$ cat config.mk
export PLATFORM = sky130hd
export DESIGN_NAME = hamming_secded_decoder
export DESIGN_NICKNAME = d
export VERILOG_FILES = /design/src/rtl/hamming_secded_decoder.sv
export SDC_FILE = /design/constraint.sdc
export NUM_CORES = 1
export LEC_CHECK = 0
export BUFFER_PORTS_ARGS = -buffer_cell sky130_fd_sc_hd__buf_2
export CORE_MARGIN = 8
export CORE_UTILIZATION = 30
export CTS_CLUSTER_SIZE = 40
export DETAILED_ROUTE_END_ITERATION = 16
export SYNTH_ARGS = -nofsm -noshare
export SYNTH_HDL_FRONTEND = slang
export SYNTH_SLANG_ARGS = --single-unit
export TNS_END_PERCENT = 10
$ cat constraint.sdc
create_clock -name clk -period 1.6 [get_ports clk]
set_input_delay 0.32 -clock clk [delete_from_list [all_inputs] [get_ports clk]]
set_output_delay 0.32 -clock clk [all_outputs]
set_load 0.005 [all_outputs]
$ cat src/rtl/hamming_secded_decoder.sv
// ---------------------------------------------------------------------------
// hamming_secded_decoder
//   Two-stage valid/ready SECDED decoder for 13-bit words produced by the
//   8-bit Hamming encoder. Stage 1 registers the code word, its syndrome and
//   its overall parity. Stage 2 registers the classified result and the
//   corrected data. Two saturating counters track how many single-error and
//   double-error words were handed downstream.
//
// Ports
//   clk, rst_n              clock, asynchronous active-low reset
//   in_valid/in_ready       upstream handshake for code_in
//   code_in[12:0]           {p0,d7,d6,d5,d4,p8,d3,d2,d1,p4,d0,p2,p1}
//   out_valid/out_ready     downstream handshake for data_out and status
//   data_out[7:0]           corrected data (raw data on a double error)
//   err_single, err_double  error classification (never both set)
//   err_pos[3:0]            flipped position 1..12, 13 for p0, 0 otherwise
//   clr_counts              synchronous clear of both counters
//   sec_count, ded_count    saturating single/double error counters
// ---------------------------------------------------------------------------
module hamming_secded_decoder #(
  parameter int CNT_W = 8
) (
  input  logic             clk,
  input  logic             rst_n,
  input  logic             in_valid,
  output logic             in_ready,
  input  logic [12:0]      code_in,
  output logic             out_valid,
  input  logic             out_ready,
  output logic [7:0]       data_out,
  output logic             err_single,
  output logic             err_double,
  output logic [3:0]       err_pos,
  input  logic             clr_counts,
  output logic [CNT_W-1:0] sec_count,
  output logic [CNT_W-1:0] ded_count
);

  localparam logic [CNT_W-1:0] CNT_MAX = {CNT_W{1'b1}};
  localparam logic [CNT_W-1:0] CNT_ONE = {{(CNT_W-1){1'b0}}, 1'b1};

  // Syndrome bit i covers every Hamming position k (1..12) with k[i]=1;
  // position k lives in code bit k-1, so the masks are shifted down by one.
  function automatic logic [3:0] calc_syndrome(input logic [12:0] code);
    logic [3:0] syn;
    syn[0] = ^(code[11:0] & 12'h555);
    syn[1] = ^(code[11:0] & 12'h666);
    syn[2] = ^(code[11:0] & 12'h878);
    syn[3] = ^(code[11:0] & 12'hF80);
    return syn;
  endfunction

  // Overall parity across all 13 bits including p0.
  function automatic logic calc_parity(input logic [12:0] code);
    return ^code;
  endfunction

  // Data bits sit at Hamming positions 3,5,6,7,9,10,11,12.
  function automatic logic [7:0] extract_data(input logic [11:0] code);
    return {code[11], code[10], code[9], code[8],
            code[6],  code[5],  code[4], code[2]};
  endfunction

  // Stage 1 state
  logic        v1_r;
  logic [12:0] code1_r;
  logic [3:0]  syn1_r;
  logic        pc1_r;

  // Stage 2 state (drives the outputs directly)
  logic        v2_r;
  logic [7:0]  data2_r;
  logic        single2_r;
  logic        double2_r;
  logic [3:0]  pos2_r;

  logic [CNT_W-1:0] sec_cnt_r;
  logic [CNT_W-1:0] ded_cnt_r;

  logic        ready1_s;
  logic        ready2_s;
  logic        out_fire_s;
  logic [11:0] flip_s;
  logic [11:0] corr_s;
  logic [7:0]  cls_data_s;
  logic        cls_single_s;
  logic        cls_double_s;
  logic [3:0]  cls_pos_s;

  // A stage may load when it is empty or its contents move on this cycle.
  assign ready2_s   = !v2_r || out_ready;
  assign ready1_s   = !v1_r || ready2_s;
  assign out_fire_s = v2_r && out_ready;

  // Stage 1 valid flag.
  always_ff @(posedge clk or negedge rst_n) begin
    if (!rst_n) begin
      v1_r <= 1'b0;
    end else if (ready1_s) begin
      v1_r <= in_valid;
    end else begin
      v1_r <= v1_r;
    end
  end

  // Stage 1 payload: code word plus its syndrome and overall parity.
  always_ff @(posedge clk or negedge rst_n) begin
    if (!rst_n) begin
      code1_r <= 13'd0;
      syn1_r  <= 4'd0;
      pc1_r   <= 1'b0;
    end else if (ready1_s && in_valid) begin
      code1_r <= code_in;
      syn1_r  <= calc_syndrome(code_in);
      pc1_r   <= calc_parity(code_in);
    end else begin
      code1_r <= code1_r;
      syn1_r  <= syn1_r;
      pc1_r   <= pc1_r;
    end
  end

  // Classify the stage 1 word and build the corrected data.
  always_comb begin
    cls_single_s = 1'b0;
    cls_double_s = 1'b0;
    cls_pos_s    = 4'd0;
    flip_s       = 12'd1 << (syn1_r - 4'd1);
    corr_s       = code1_r[11:0];
    if (!pc1_r) begin
      if (syn1_r == 4'd0) begin
        cls_double_s = 1'b0;
      end else begin
        // Even overall parity with a non-zero syndrome: two bits flipped.
        cls_double_s = 1'b1;
      end
    end else begin
      if (syn1_r == 4'd0) begin
        // Only p0 disagrees; the data bits are intact.
        cls_single_s = 1'b1;
        cls_pos_s    = 4'd13;
      end else if (syn1_r <= 4'd12) begin
        cls_single_s = 1'b1;
        cls_pos_s    = syn1_r;
        corr_s       = code1_r[11:0] ^ flip_s;
      end else begin
        // Syndrome points past the last position: not a single-bit error.
        cls_double_s = 1'b1;
      end
    end
    cls_data_s = extract_data(corr_s);
  end

  // Stage 2 valid flag.
  always_ff @(posedge clk or negedge rst_n) begin
    if (!rst_n) begin
      v2_r <= 1'b0;
    end else if (ready2_s) begin
      v2_r <= v1_r;
    end else begin
      v2_r <= v2_r;
    end
  end

  // Stage 2 payload: registered result, held stable while stalled.
  always_ff @(posedge clk or negedge rst_n) begin
    if (!rst_n) begin
      data2_r   <= 8'd0;
      single2_r <= 1'b0;
      double2_r <= 1'b0;
      pos2_r    <= 4'd0;
    end else if (ready2_s && v1_r) begin
      data2_r   <= cls_data_s;
      single2_r <= cls_single_s;
      double2_r <= cls_double_s;
      pos2_r    <= cls_pos_s;
    end else begin
      data2_r   <= data2_r;
      single2_r <= single2_r;
      double2_r <= double2_r;
      pos2_r    <= pos2_r;
    end
  end

  // Single-error counter: clear wins, otherwise count delivered SEC words.
  always_ff @(posedge clk or negedge rst_n) begin
    if (!rst_n) begin
      sec_cnt_r <= {CNT_W{1'b0}};
    end else if (clr_counts) begin
      sec_cnt_r <= {CNT_W{1'b0}};
    end else if (out_fire_s && single2_r && (sec_cnt_r != CNT_MAX)) begin
      sec_cnt_r <= sec_cnt_r + CNT_ONE;
    end else begin
      sec_cnt_r <= sec_cnt_r;
    end
  end

  // Double-error counter: clear wins, otherwise count delivered DED words.
  always_ff @(posedge clk or negedge rst_n) begin
    if (!rst_n) begin
      ded_cnt_r <= {CNT_W{1'b0}};
    end else if (clr_counts) begin
      ded_cnt_r <= {CNT_W{1'b0}};
    end else if (out_fire_s && double2_r && (ded_cnt_r != CNT_MAX)) begin
      ded_cnt_r <= ded_cnt_r + CNT_ONE;
    end else begin
      ded_cnt_r <= ded_cnt_r;
    end
  end

  assign in_ready   = ready1_s;
  assign out_valid  = v2_r;
  assign data_out   = data2_r;
  assign err_single = single2_r;
  assign err_double = double2_r;
  assign err_pos    = pos2_r;
  assign sec_count  = sec_cnt_r;
  assign ded_count  = ded_cnt_r;

endmodule

### Word-level counts from Yosys, hierarchy flattened

Cells that the tools add are included.

| storage, ports and cells | value |
|---|---|
| input bits | 18 |
| flip-flop bits (word level) | 49 |
| output and inout port bits | 32 |
| logic and storage cells | 55 |

| operators by class | value |
|---|---|
| add/subtract/negate cells | 3 |
| $lt $le $gt $ge | 1 |
| reduce and logical (&&, ||, !) cells | 19 |
| bitwise operators | 1 |
| shifts and indexed selects | 1 |
| muxes and demuxes | 17 |
| equality and inequality tests | 2 |

Operator list:

| kind | count |
|---|---|
| $reduce_xor A12 Y1 | 4 |
| $mux W12 | 3 |
| $mux W8 | 4 |
| $add A8 B1 Y8 const B | 2 |
| $ne A8 B8 Y1 const B | 2 |
| $reduce_xor A13 Y1 | 1 |
| $mux W4 | 3 |
| $shl A1 B4 Y12 const A | 1 |
| $xor A12 B12 Y12 | 1 |
| $logic_and A1 B1 Y1 | 7 |
| $mux W1 | 7 |
| $le A4 B4 Y1 const B | 1 |
| $logic_not A4 Y1 | 1 |
| $reduce_bool A2 Y1 | 2 |
| $sub A4 B1 Y4 const B | 1 |
| $logic_not A1 Y1 | 2 |
| $logic_or A1 B1 Y1 | 2 |

### Longest topological paths before layout

| logic depth | value |
|---|---|
| depth after elaboration | 6 |
| depth in mapped cells | 5 |
| depth with buffers taken out | 5 |

### Least setup slack after synthesis

Ideal clock, no wire load.

| path | value |
|---|---|
| path type | register to register |
| from | reg sec_cnt_r[3] (netlist: sec_count[3]) |
| to | reg sec_cnt_r[5] (netlist: sec_count[5]) |
| data required time | 1.522 ns |
| cell stages (with the launch flop) | 5 |
| buffers on the path | 0 |
| period minus slack after synthesis | 1.549 ns |
| setup slack | 0.051 ns |
| arrival | 1.471 ns |
| setup time | 0.078 ns |
| cell sequence | dfrtp_1 -> and4_1 -> a41o_1 -> or4_1 -> a21oi_1 |

| on the way | value |
|---|---|
| longest elaborated chain between the ends | 3 |
| elaborated cells between the ends (all ways) | 6 |
| those cells by class | add/sub (1); eq/ne (1); mux (2); reduce/logical (2) |

Ends and longest elaborated chain:

| what | line | source |
|---|---|---|
| start: declaration | 77 | `logic [CNT_W-1:0] sec_cnt_r;` |
| start signal: assignment | 188 | `sec_cnt_r <= {CNT_W{1'b0}};` |
| start signal: assignment | 190 | `sec_cnt_r <= {CNT_W{1'b0}};` |
| start signal: assignment | 192 | `sec_cnt_r <= sec_cnt_r + CNT_ONE;` |
| $add A8 B1 Y8 or $ne A8 B8 Y1 (tied branches) | 192, 191 |  |
| $mux W8 or $logic_and A1 B1 Y1 (tied branches) | 191 | `end else if (out_fire_s && single2_r && (sec_cnt_r != CNT_MAX)) begin` |
| $mux W8 or $reduce_bool A2 Y1 (tied branches) | n/a |  |

Parallel ways exist; a longest one is shown, timed or not. The select of a mux whose other input is x is not followed.
A chain may end at the register's enable or synchronous reset.

### Worst setup path after layout

| path | value |
|---|---|
| from | reg sec_cnt_r[6] (netlist: sec_count[6]) |
| to | reg sec_cnt_r[5] (netlist: sec_count[5]) |

| on the way | value |
|---|---|
| longest elaborated chain between the ends | 3 |

Ends and longest elaborated chain:

| what | line |
|---|---|
| $ne A8 B8 Y1 | 191 |
| $logic_and A1 B1 Y1 | 191 |
| $reduce_bool A2 Y1 (no source line) | n/a |

Every way passes these cells.

==> results by group <==
STA
  • Fin. Hold Viols: 0
  • Finish-stage setup viols: 0
  • Final Skew: 0.00358 ns
  • Max Slew Vio Count: 0
  • Worst-Margin Slew: 0.442 ns
  • Period minus WS final: 1.51 ns
  • Post-route setup TNS: 0 ns
  • Peak Freq: 0.664 GHz
  • Setup ws final: 0.0933 ns
  • Period utilization: 94.2%
  • Hold_ws: 0.223 ns
  • Unrepaired setup endpoints after global routing: false
  • Rel. slew slack: 70.5%

GRT
  • Gr ovfl total: 0
  • Number of global-route vias before repair: 1926
  • Largest net degree at the start of global routing: 29
  • Initial antenna violation count: 0
  • GRT Util Overall: 10.1%
  • Global-route wire length before repair: 9160 µm

Die
  • Die ar.: 10900 µm²
  • Initial Utilization: 30.8%
  • Height of the die: 105 µm
  • Die Span X: 105 µm
  • FP Rows: 32
  • Core region area: 7650 µm²
  • Ports: 50

Drt
  • Via/cell ratio: 4.65
  • Highest routed layer: met4
  • Total wire length: 5440 µm
  • Initial DRC count: 66
  • Wire length on met2: 2520 µm
  • Routed via count: 1850
  • WL/cell: 13.7 µm
  • Wl on met1: 2530 µm
  • Router iterations before antenna repair: 4
  • ANT nets after route: 0
  • DRC: 0
  • Met3 WL: 358 µm

Setup path
  • Worst setup EP type: flip-flop
  • WS Path Type: reg -> reg
  • Setup crit start kind: flip-flop
  • Worst path required time: 1.82 ns
  • Arrival @ worst endpoint: 1.73 ns
  • CP Max Fanout: 5

Layout
  • Register area: 1130 µm²
  • Final Core Density: 39.0%
  • # fillers: 790
  • N_diodes: 0
  • Finished layout cell area: 2980 µm²
  • Share of cells above drive strength 1: 31.8%
  • Multi-input gate area: 1190 µm²
  • Area growth syn-to-layout: 26.8%
  • Final #Nets: 316

Worst hold path
  • Worst hold path type: in -> reg

Place
  • Post-DP HPWL: 4190 µm
  • Routability congestion estimate: 0.797
  • Placed cell areas: 2870 µm²
  • I/O Buffers: 49
  • Post-place setup slack: 0.0387 ns

Logic synthesis
  • Ys Warns: 0
  • Most common cell in the synthesized netlist: dfrtp_1
  • Number of synthesized flops with an enable pin: 0
  • Seq/Total Area, Yosys: 47.9%
  • Post-Synthesis Cell Area: 2350 µm²
  • Async set-reset flop share out of synthesis: 100%
  • Cells after synthesis: 227
  • Post-synth top cells: dfrtp_1, nand2_1, xnor2_1
  • Leading register cell type out of synthesis: dfrtp_1
  • Syn nets: 247
  • Yosys reg bits: 45
  • Average size of a mapped cell: 10.4 µm²
  • Synth top area cells: dfrtp_1, xnor2_1, mux2_2
  • Synth unique cells: 43
  • Cell taking the most area after synthesis: dfrtp_1
  • Top cell type's share of synthesized area: 47.9%

Clock tree
  • CTS root buf: clkbuf_8
  • Clock sink count: 45
  • CTS max path bufs: 2
  • Post-CTS Setup Bufs: 0
  • Clk slew on worst S/H paths: 0.08 ns
  • Worst skew pair latency: 0.29 ns
  • Total CTS buffers: 5
  • CTS tree: yes
  • # H-tree levels: 2

Power
  • PwrDens: 1070 nW/µm²
  • Leakage power: 1.37 nW
  • Worst IR Drop VDD: 449 µV

Job
  • Max cap viols: 0

Run status
  • Outcome: finished, final reports clean
## final cells by class
cell class	count	share of cell area [%]
sequential	45	37.8
tap	102	4.28
clock buffer	7	2.89
inverter	3	0.378
multi-input combinational	170	40.0
timing repair buffer	71	14.7
## layer usage
layer | vias to the layer above | track usage (%)
met5 | - | 0
met4 | 0 | 3.00
met3 | 5 | 3.56
met2 | 47 | 16.6
met1 | 868 | 12.1
li1 | 930 | -
## power breakdown
group / switching, mW / internal [mW]
sequential: 0.189 / 1.34
combinational: 0.458 / 0.482
clock: 0.366 / 0.343
total: 1.01 / 2.17
## per-stage QoR
step	cells	total power, mW
global placement	390	2.49
detailed placement	390	2.52
floorplan	227	2.10
CTS	398	3.24
finish	398	3.18
global route	398	3.41
## what timing repair did
action                                  CTS  global route
hold buffers                              1             0
resized for setup                         0             5
endpoints found under the hold margin    17             0
endpoints found under the setup margin    0             3
## worst paths after layout
check                                   from            to  slack [ns]  cells past startpoint
worst max-delay path            sec_count[6]  sec_count[5]        0.09                      4
worst min-delay path                in_valid          v1_r        0.22                      2
worst max register to register  sec_count[6]  sec_count[5]        0.09                      4
worst min register to register    err_pos[2]    err_pos[2]        0.47                      2
max in group asynchronous              rst_n     out_valid        0.59                      3
min in group asynchronous              rst_n  ded_count[5]        0.51                      2
## flip-flops by register name (all words and copies together), names as in the netlist
register,count
v1_r,1
err_single,1
err_pos,4
pc1_r,1
data_out,8
ded_count,8
err_double,1
code1_r,8
syn1_r,4
out_valid,1
sec_count,8
## cells by family (layout without fill, tap and decap cells)
kind of cell    Yosys count  after routing  share of synthesized area, %
buf+inv                  12             81                          1.97
xor+xnor                 30             30                          14.4
simple gates             84             84                          17.8
flops                    45             45                          47.9
fa+ha+maj                 3              3                          1.49
mux                      12             12                          5.64
compound gates           41             41                          10.9
## critical path: stages, from the launching register on
cell and delay [ns]:
dfrtp_1 0.41, and4_4 0.23, a41o_1 0.25, or4_1 0.40
a21oi_1 0.15
## cells in the final DEF (no fill, tap or decap), types with 4 or more instances in the layout
cell type  netlist  routed
a211oi_1         4       4
a21oi_1          7       7
buf_2            1      49
buf_4            0      19
clkbuf_8         0       6
dfrtp_1         45      44
mux2_2          10      10
nand2_1         30      30
nand2b_1         5       5
nand3_1          7       7
nor2_1          16      16
nor3_1           5       5
o21ai_0         16      16
xnor2_1         20      20
xor2_1           4       4
Note: power is estimated with default switching activity, not from simulation.
